## src/rtl/branch_predictor.sv

```systemverilog
`default_nettype none
// ============================================================================
// Module      : branch_predictor
// Description : Direct-mapped branch target buffer with a 2-bit saturating
//               direction counter per entry, a combinational fetch-side
//               lookup, a one-cycle-latency training port, and saturating
//               resolved-branch / mispredict statistics counters.
//
// Ports
//   clk                 : single clock, all state updates on the rising edge
//   rst_n               : asynchronous active-low reset
//   i_bp_en             : prediction enable (0 forces o_pred_taken=0)
//   i_tbl_flush         : invalidate every entry at the next edge
//   i_if_pc             : fetch PC being looked up
//   o_pred_hit          : valid tag match for i_if_pc
//   o_pred_taken        : predicted redirect
//   o_pred_target       : predicted next PC
//   i_upd_valid         : resolved control transfer present this cycle
//   i_upd_pc            : PC of the resolved instruction
//   i_upd_jump          : 1 = unconditional jump, 0 = conditional branch
//   i_upd_taken         : resolved direction
//   i_upd_target        : resolved target
//   i_upd_pred_taken    : direction predicted at fetch for that instruction
//   i_upd_pred_target   : target predicted at fetch for that instruction
//   o_mispredict        : combinational redirect request
//   o_branch_cnt        : number of resolved updates (saturating)
//   o_mispred_cnt       : number of mispredicts (saturating)
//
// Revision    : 1.0 - initial release
// ============================================================================
module branch_predictor #(
    parameter int XLEN    = 32,
    parameter int ENTRIES = 16,
    parameter int CNT_W   = 32
) (
    input  logic             clk,
    input  logic             rst_n,
    input  logic             i_bp_en,
    input  logic             i_tbl_flush,
    input  logic [XLEN-1:0]  i_if_pc,
    output logic             o_pred_hit,
    output logic             o_pred_taken,
    output logic [XLEN-1:0]  o_pred_target,
    input  logic             i_upd_valid,
    input  logic [XLEN-1:0]  i_upd_pc,
    input  logic             i_upd_jump,
    input  logic             i_upd_taken,
    input  logic [XLEN-1:0]  i_upd_target,
    input  logic             i_upd_pred_taken,
    input  logic [XLEN-1:0]  i_upd_pred_target,
    output logic             o_mispredict,
    output logic [CNT_W-1:0] o_branch_cnt,
    output logic [CNT_W-1:0] o_mispred_cnt
);

    localparam int IDX_W = $clog2(ENTRIES);
    localparam int TAG_W = XLEN - IDX_W - 2;

    // 2-bit direction counter encoding
    localparam logic [1:0] c_CTR_SNT = 2'b00;
    localparam logic [1:0] c_CTR_WT  = 2'b10;
    localparam logic [1:0] c_CTR_ST  = 2'b11;

    // ------------------------------------------------------------------
    // Entry storage views (each entry's flops live in g_entry below)
    // ------------------------------------------------------------------
    logic [ENTRIES-1:0] w_valid;
    logic [TAG_W-1:0]   w_tag    [ENTRIES];
    logic [XLEN-1:0]    w_target [ENTRIES];
    logic [1:0]         w_ctr    [ENTRIES];

    // ------------------------------------------------------------------
    // Fetch-side lookup (purely combinational from i_if_pc and table state)
    // ------------------------------------------------------------------
    logic [IDX_W-1:0] w_lk_idx;
    logic [TAG_W-1:0] w_lk_tag;
    logic             w_lk_hit;
    logic             w_lk_taken;
    logic [XLEN-1:0]  w_lk_seq_pc;

    assign w_lk_idx    = i_if_pc[IDX_W+1:2];
    assign w_lk_tag    = i_if_pc[XLEN-1:IDX_W+2];
    assign w_lk_hit    = w_valid[w_lk_idx] && (w_tag[w_lk_idx] == w_lk_tag);
    assign w_lk_taken  = i_bp_en && w_lk_hit && w_ctr[w_lk_idx][1];
    assign w_lk_seq_pc = i_if_pc + XLEN'(4);

    assign o_pred_hit    = w_lk_hit;
    assign o_pred_taken  = w_lk_taken;
    assign o_pred_target = w_lk_taken ? w_target[w_lk_idx] : w_lk_seq_pc;

    // ------------------------------------------------------------------
    // Resolution side: mispredict detection and next counter value
    // ------------------------------------------------------------------
    logic [IDX_W-1:0] w_up_idx;
    logic [TAG_W-1:0] w_up_tag;
    logic             w_up_hit;
    logic [1:0]       w_up_ctr;
    logic [1:0]       w_up_ctr_next;
    logic             w_mispredict;

    assign w_up_idx = i_upd_pc[IDX_W+1:2];
    assign w_up_tag = i_upd_pc[XLEN-1:IDX_W+2];
    assign w_up_hit = w_valid[w_up_idx] && (w_tag[w_up_idx] == w_up_tag);
    assign w_up_ctr = w_ctr[w_up_idx];

    // A target mismatch only matters when the branch was actually taken;
    // for a not-taken branch the fall-through path is always correct.
    assign w_mispredict = i_upd_valid &&
                          ((i_upd_pred_taken != i_upd_taken) ||
                           (i_upd_taken && (i_upd_pred_target != i_upd_target)));
    assign o_mispredict = w_mispredict;

    always_comb begin
        w_up_ctr_next = w_up_ctr;
        if (i_upd_jump) begin
            // Unconditional transfers are always strongly taken.
            w_up_ctr_next = c_CTR_ST;
        end else if (i_upd_taken) begin
            if (w_up_ctr != c_CTR_ST) begin
                w_up_ctr_next = w_up_ctr + 2'd1;
            end
        end else begin
            if (w_up_ctr != c_CTR_SNT) begin
                w_up_ctr_next = w_up_ctr - 2'd1;
            end
        end
    end

    // ------------------------------------------------------------------
    // Table entries
    // ------------------------------------------------------------------
    for (genvar e = 0; e < ENTRIES; e++) begin : g_entry
        localparam logic [IDX_W-1:0] c_IDX = IDX_W'(e);

        logic             r_valid;
        logic [TAG_W-1:0] r_tag;
        logic [XLEN-1:0]  r_target;
        logic [1:0]       r_ctr;
        logic             w_sel;

        assign w_sel = i_upd_valid && (w_up_idx == c_IDX);

        always_ff @(posedge clk or negedge rst_n) begin
            if (!rst_n) begin
                r_valid  <= 1'b0;
                r_tag    <= '0;
                r_target <= '0;
                r_ctr    <= c_CTR_SNT;
            end else if (i_tbl_flush) begin
                // Flush wins over a same-cycle update; tag/target/counter
                // are left as-is since they are ignored while invalid.
                r_valid <= 1'b0;
            end else if (w_sel) begin
                if (w_up_hit) begin
                    r_ctr <= w_up_ctr_next;
                    if (i_upd_taken) begin
                        r_target <= i_upd_target;
                    end
                end else if (i_upd_taken) begin
                    // Miss on a taken transfer: allocate, evicting any alias.
                    r_valid  <= 1'b1;
                    r_tag    <= w_up_tag;
                    r_target <= i_upd_target;
                    r_ctr    <= i_upd_jump ? c_CTR_ST : c_CTR_WT;
                end
            end
        end

        assign w_valid[e]  = r_valid;
        assign w_tag[e]    = r_tag;
        assign w_target[e] = r_target;
        assign w_ctr[e]    = r_ctr;
    end

    // ------------------------------------------------------------------
    // Statistics counters: saturate at all-ones, untouched by flush
    // ------------------------------------------------------------------
    logic [CNT_W-1:0] r_branch_cnt;
    logic [CNT_W-1:0] r_mispred_cnt;

    always_ff @(posedge clk or negedge rst_n) begin
        if (!rst_n) begin
            r_branch_cnt  <= '0;
            r_mispred_cnt <= '0;
        end else begin
            if (i_upd_valid && (r_branch_cnt != {CNT_W{1'b1}})) begin
                r_branch_cnt <= r_branch_cnt + CNT_W'(1);
            end
            if (w_mispredict && (r_mispred_cnt != {CNT_W{1'b1}})) begin
                r_mispred_cnt <= r_mispred_cnt + CNT_W'(1);
            end
        end
    end

    assign o_branch_cnt  = r_branch_cnt;
    assign o_mispred_cnt = r_mispred_cnt;

endmodule
`default_nettype wire

```

## config.mk

```make
export PLATFORM = sky130hd
export DESIGN_NAME = branch_predictor
export DESIGN_NICKNAME = d
export VERILOG_FILES = /design/src/rtl/branch_predictor.sv
export SDC_FILE = /design/constraint.sdc
export NUM_CORES = 2
export LEC_CHECK = 0
export BUFFER_PORTS_ARGS = -buffer_cell sky130_fd_sc_hd__buf_4
export CAP_MARGIN = 25
export CORE_MARGIN = 4
export CORE_UTILIZATION = 45
export DETAILED_ROUTE_END_ITERATION = 10
export HOLD_SLACK_MARGIN = 0.1
export MAX_ROUTING_LAYER = met4
export PLACE_DENSITY = 0.7
export REMOVE_ABC_BUFFERS = 1
export SYNTH_ARGS = -nofsm -noshare
export SYNTH_HDL_FRONTEND = slang
export SYNTH_SLANG_ARGS = --single-unit
```

## constraint.sdc

```tcl
create_clock -name clk -period 8.1 [get_ports clk]
set_input_delay 1.62 -clock clk [delete_from_list [all_inputs] [get_ports clk]]
set_output_delay 1.62 -clock clk [all_outputs]
set_load 0.01 [all_outputs]
```

; After elaboration in Yosys (flattened, before gate mapping)
; Index checks and enable logic that the tools add are counted.
[totals]
register_bits = 1040
input_bits = 136
output_inout_bits = 99
[classes]
add_sub_neg = 5
order_cmp = 4
n_eq_ne = 23
n_mux = 61
n_bitwise = 4
n_reduce_logical = 109
[ops]
columns = operator, count
row1 = binary-select mux 26 bit (select 4 bit), 2
row2 = AND reduction 3 bit, 48
row3 = binary-select mux 32 bit (select 4 bit), 1
row4 = 2-to-1 mux 26 bit, 4
row5 = 2-to-1 mux 32 bit, 3
row6 = "adder 32 x 1 -> 32 bit, second input constant", 2
row7 = "!= test 32 bit, second input constant", 2
row8 = AND reduction 4 bit, 16
row9 = equality test 26 bit, 2
row10 = nonzero test 2 bit, 19
row11 = 2-to-1 mux 1 bit, 37
row12 = "adder 32 x 3 -> 32 bit, second input constant", 1
row13 = "equality test 4 bit, second input constant", 8
row14 = != test 32 bit, 1
row15 = logical AND 1 bit, 24
row16 = 2-to-1 mux 2 bit, 10
row17 = binary-select mux 2 bit (select 4 bit), 2
row18 = "equality test 4 x 3 -> 1 bit, second input constant", 4
row19 = "greater-or-equal comparator 5 bit, second input constant", 2
row20 = "< comparator 4 x 5 -> 1 bit, second input constant", 2
row21 = NOT 4 -> 5 bit, 2
row22 = binary-select mux 1 bit (select 4 bit), 2
row23 = "equality test 4 x 2 -> 1 bit, second input constant", 2
row24 = "equality test 4 x 1 -> 1 bit, second input constant", 1
row25 = 7 further kinds, 9

; Logic depth before layout (Yosys ltp)
[depth]
word_depth = 9
depth_mapped = 17
depth_no_buf = 10

; Worst setup path before layout
; Ideal clock, no wire load.
[synth_timing]
kind = input-to-output
from = in i_if_pc[2]
to = out o_pred_target[22]
arrival_ns = 4.924
slack_ns = 1.556
cell_stages = 13
cell_sequence = buf_2 buf_2 buf_4 buf_2 mux4_2 a211oi_1 a21oi_1 xnor2_1 nand3_1 or4_1 clkbuf_1 buf_2 mux2_2
[synth_between]
elab_chain_cells = 9
[synth_lines]
columns = element, line
row1 = start: declaration, 40  ; input logic [XLEN-1:0] i_if_pc,
row2 = NOT 4 -> 5 bit (not written as such), "83, 84, 89"
row3 = binary-select mux 26 bit (select 4 bit), 83  ; assign w_lk_hit = w_valid[w_lk_idx] && (w_tag[w_lk_idx] == w_lk_tag);
row4 = 2-to-1 mux 26 bit (not written as such) (2 in a row), 83
row5 = equality test 26 bit, 83
row6 = logical AND 1 bit, 83
row7 = logical AND 1 bit (2 in a row), 84  ; assign w_lk_taken = i_bp_en && w_lk_hit && w_ctr[w_lk_idx][1];
row8 = 2-to-1 mux 32 bit (*), 89  ; assign o_pred_target = w_lk_taken ? w_target[w_lk_idx] : w_lk_seq_pc;
row9 = end: declaration, 43  ; output logic [XLEN-1:0] o_pred_target,
; Every way passes the cells marked *; elsewhere a longest branch is shown, timed or not. The select of a mux whose other input is x is not followed.

; Worst setup path in the final report
[layout_timing]
from = in i_if_pc[2]
to = out o_pred_target[19]
; The elaborated chain is that of the path after synthesis.

==> results by group <==
Place
  – Placed cell areas: 56200 sq um
  – Hpwl dp: 91800 um
  – Pre-CTS setup slack: 0.647 ns
  – Placer Congestion: 0.909
  – IO buf count: 232
  – Cell count after placement: 5136

Critical path
  – Worst setup SP type: input port
  – Worst setup EP type: primary output
  – Critical Setup Path Class: input port to primary output
  – Critical Path AT: 5.92 ns
  – Worst Path Required: 6.48 ns
  – Max FO, Critical Path: 33

Global routing
  – GRT overflow: 0
  – First-pass GRT wire length: 226000 um
  – Initial antenna violation count: 11
  – Largest net degree at the start of global routing: 196
  – GR Util All Layers: 25.3%
  – Number of global-route vias before repair: 34213

Die
  – Die Height: 352 um
  – I/O pin count: 235
  – Row cnt: 125
  – Placeable Area: 117000 sq um
  – Initial Util: 45.5%
  – Die X: 352 um
  – Die Area: 124000 sq um

Final layout
  – Area Growth Syn to Fin: 13.2%
  – Fin cells: 5355
  – Most common cell after layout, fill and taps aside: dfrtp_1
  – Share of layout cells above drive strength 1: 48.8%
  – Layout Nets: 3866
  – Fin area: 60200 sq um
  – Fill count: 9732
  – Most frequent cells in the layout: dfrtp_1, mux2_2, mux4_2

CTS
  – Sink Count: 1040
  – Root buffer cell: clkbuf_16
  – Resized cells post-CTS: 0
  – CTS Hold Bufs: 0
  – Worst-path clk slew: 0.06 ns
  – CTS tree: built
  – Skew-Pair Late Insertion Delay: 0.74 ns
  – Max Root-Sink Buffers: 3
  – CTS buffer count: 111
  – Setup Fix Bufs, Post-CTS: 0
  – # H-tree levels: 3

Power
  – Combinational fraction of design power: 15.6%
  – Int Pwr: 0.0104 W
  – Clock share of power: 39.3%
  – Switching Share: 25.7%
  – Power per cell area: 232 nW/um^2
  – Switch Pwr: 0.00359 W
  – Leak Pwr: 27.1 nW
  – Final Power: 0.0140 W
  – Max VDD drop: 0.229 mV
  – Flop pwr share: 45.0%

Timing
  – Relative slew margins: 21.6%
  – Final period demand of the worst path: 7.54 ns
  – F_max: 0.133 GHz
  – Final-report hold violation count: 0
  – Final max-slew violation count: 0
  – Setup WS post-layout: 0.564 ns
  – Worst-Margin Slew: 1.18 ns
  – Final worst path period share: 93.0%
  – Final setup fails: 0
  – Fin Setup TNS: 0 ns
  – RSZ-0062 raised after global routing: false
  – Worst Skew: 0.0541 ns

Logic synthesis
  – Syn. warnings: 0
  – Synth area leaders: dfrtp_1, mux2_2, mux4_2
  – Synthesized flop and latch total: 1040
  – Post-synth top area cell: dfrtp_1
  – Sequential area share after synthesis: 48.9%
  – Commonest register cell after synthesis: dfrtp_1
  – Asr flop ratio synth: 100%
  – Post-synth EDFFs: 0
  – Synthesized area: 53200 sq um
  – Area share of the largest cell type after synthesis: 48.9%
  – Syn Area/Cell: 14.8 sq um
  – Netlist cell types: 81
  – Cell count after synthesis: 3602

Route
  – DR vias: 33335
  – Vias per cell: 6.23
  – DRT Pass-1 Iters: 5
  – DR WL/cell: 28.2 um
  – Post-Route WL: 151000 um
  – Detailed Route Iter0 Violations: 2850
  – Post-route DRC violation count: 0
  – Remaining antenna violation count: 0

Worst hold path
  – Type of the tightest min-delay check: register to register

Run status
  – Status: finished clean

Flow run
  – Max Cap Viol: 0
sequential cells by signal, indices dropped and copies added (netlist names):
name and count:
g_entry.r_tag 416, g_entry.r_ctr 32, o_branch_cnt 32, g_entry.r_target 512
g_entry.r_valid 16, o_mispred_cnt 32
cells in the mapped netlist, drive strengths merged, types with 8 or more instances:
cell and n:
dfrtp 1040, nand3 60, mux2i 87, clkbuf 177, o211ai 10, a221oi 16
nor2 92, mux4 374, xor2 69, and3 21, nor3 26, o21ai 28
nor2b 23, inv 42, a211oi 21, nand2 93, xnor2 98, o22ai 12
nor4 10, a21oi 36, nand2b 8, mux2 977, a22oi 15, and4 8
a31oi 20, buf 125, nand4 30
per-stage QoR:
stage / hold WS [ns] / utilization [%]
floorplan: 0.462 / -
global placement: 0.475 / 48.1
detailed placement: 0.484 / 48.1
CTS: 0.492 / 51.5
global route: 0.507 / 51.6
finish: 0.493 / 51.6
final timing paths:
kind                                                     to                             start  cells after the start  slack [ns]
setup / recovery                          o_pred_target[19]                        i_if_pc[2]                     12        0.56
hold / removal                 o_mispred_cnt[4]$_DFFE_PN0P_      o_mispred_cnt[4]$_DFFE_PN0P_                      1        0.49
setup reg to reg           g_entry[4].r_tag[12]$_DFFE_PN0P_  g_entry[15].r_tag[3]$_DFFE_PN0P_                     10        3.35
hold reg to reg                o_mispred_cnt[4]$_DFFE_PN0P_      o_mispred_cnt[4]$_DFFE_PN0P_                      1        0.49
max in group asynchronous     o_mispred_cnt[22]$_DFFE_PN0P_                             rst_n                      3        5.36
min in group asynchronous  g_entry[8].r_tag[14]$_DFFE_PN0P_                             rst_n                      1        0.96
logic make-up after synthesis:
family          Yosys count  synth area share (%)
mux                    1438                  38.2
flops                  1040                  48.9
simple gates            406                  4.20
buf+inv                 344                  3.11
compound gates          202                  2.73
xor+xnor                167                  2.75
fa+ha+maj                 5                 0.108
layer usage:
metal	GRT usage, %	wire [um]	vias to the layer above
met5	-	0	-
li1	-	-	13875
met4	5.31	3270	0
met1	34.2	64200	18044
met2	38.4	70400	1201
met3	7.19	13400	215
area by class of cell:
type	instances	area [sq um]	area share, %
sequential	1040	26000	43.2
multi-input combinational	2218	25600	42.5
clock buffer	175	3410	5.66
timing repair buffer	314	2520	4.18
tap	1524	1910	3.16
clock inverter	30	586	0.972
inverter	42	158	0.262
antenna	12	30.0	0.0498
worst max-delay path, cell delays in order:
cell and delay [ns]:
buf_8 0.36, buf_4 0.34, mux4_2 0.55, mux4_2 0.50
xnor2_1 0.53, nand4_1 0.16, nor2_1 0.13, nand4_1 0.10
or4_2 0.64, buf_4 0.34, mux2_2 0.38, buf_4 0.15
power by group through the flow:
stage / logic (W) / clock network [W] / registers (W)
2_1_floorplan: 0.00139 / 0 / 0.00623
3_3_place_gp: 0.00213 / 0 / 0.00634
6_report: 0.00218 / 0.00550 / 0.00629
3_5_place_dp: 0.00217 / 0 / 0.00637
4_1_cts: 0.00218 / 0.00558 / 0.00628
5_1_grt: 0.00235 / 0.00579 / 0.00637
Note: power is estimated with default switching activity, not from simulation.
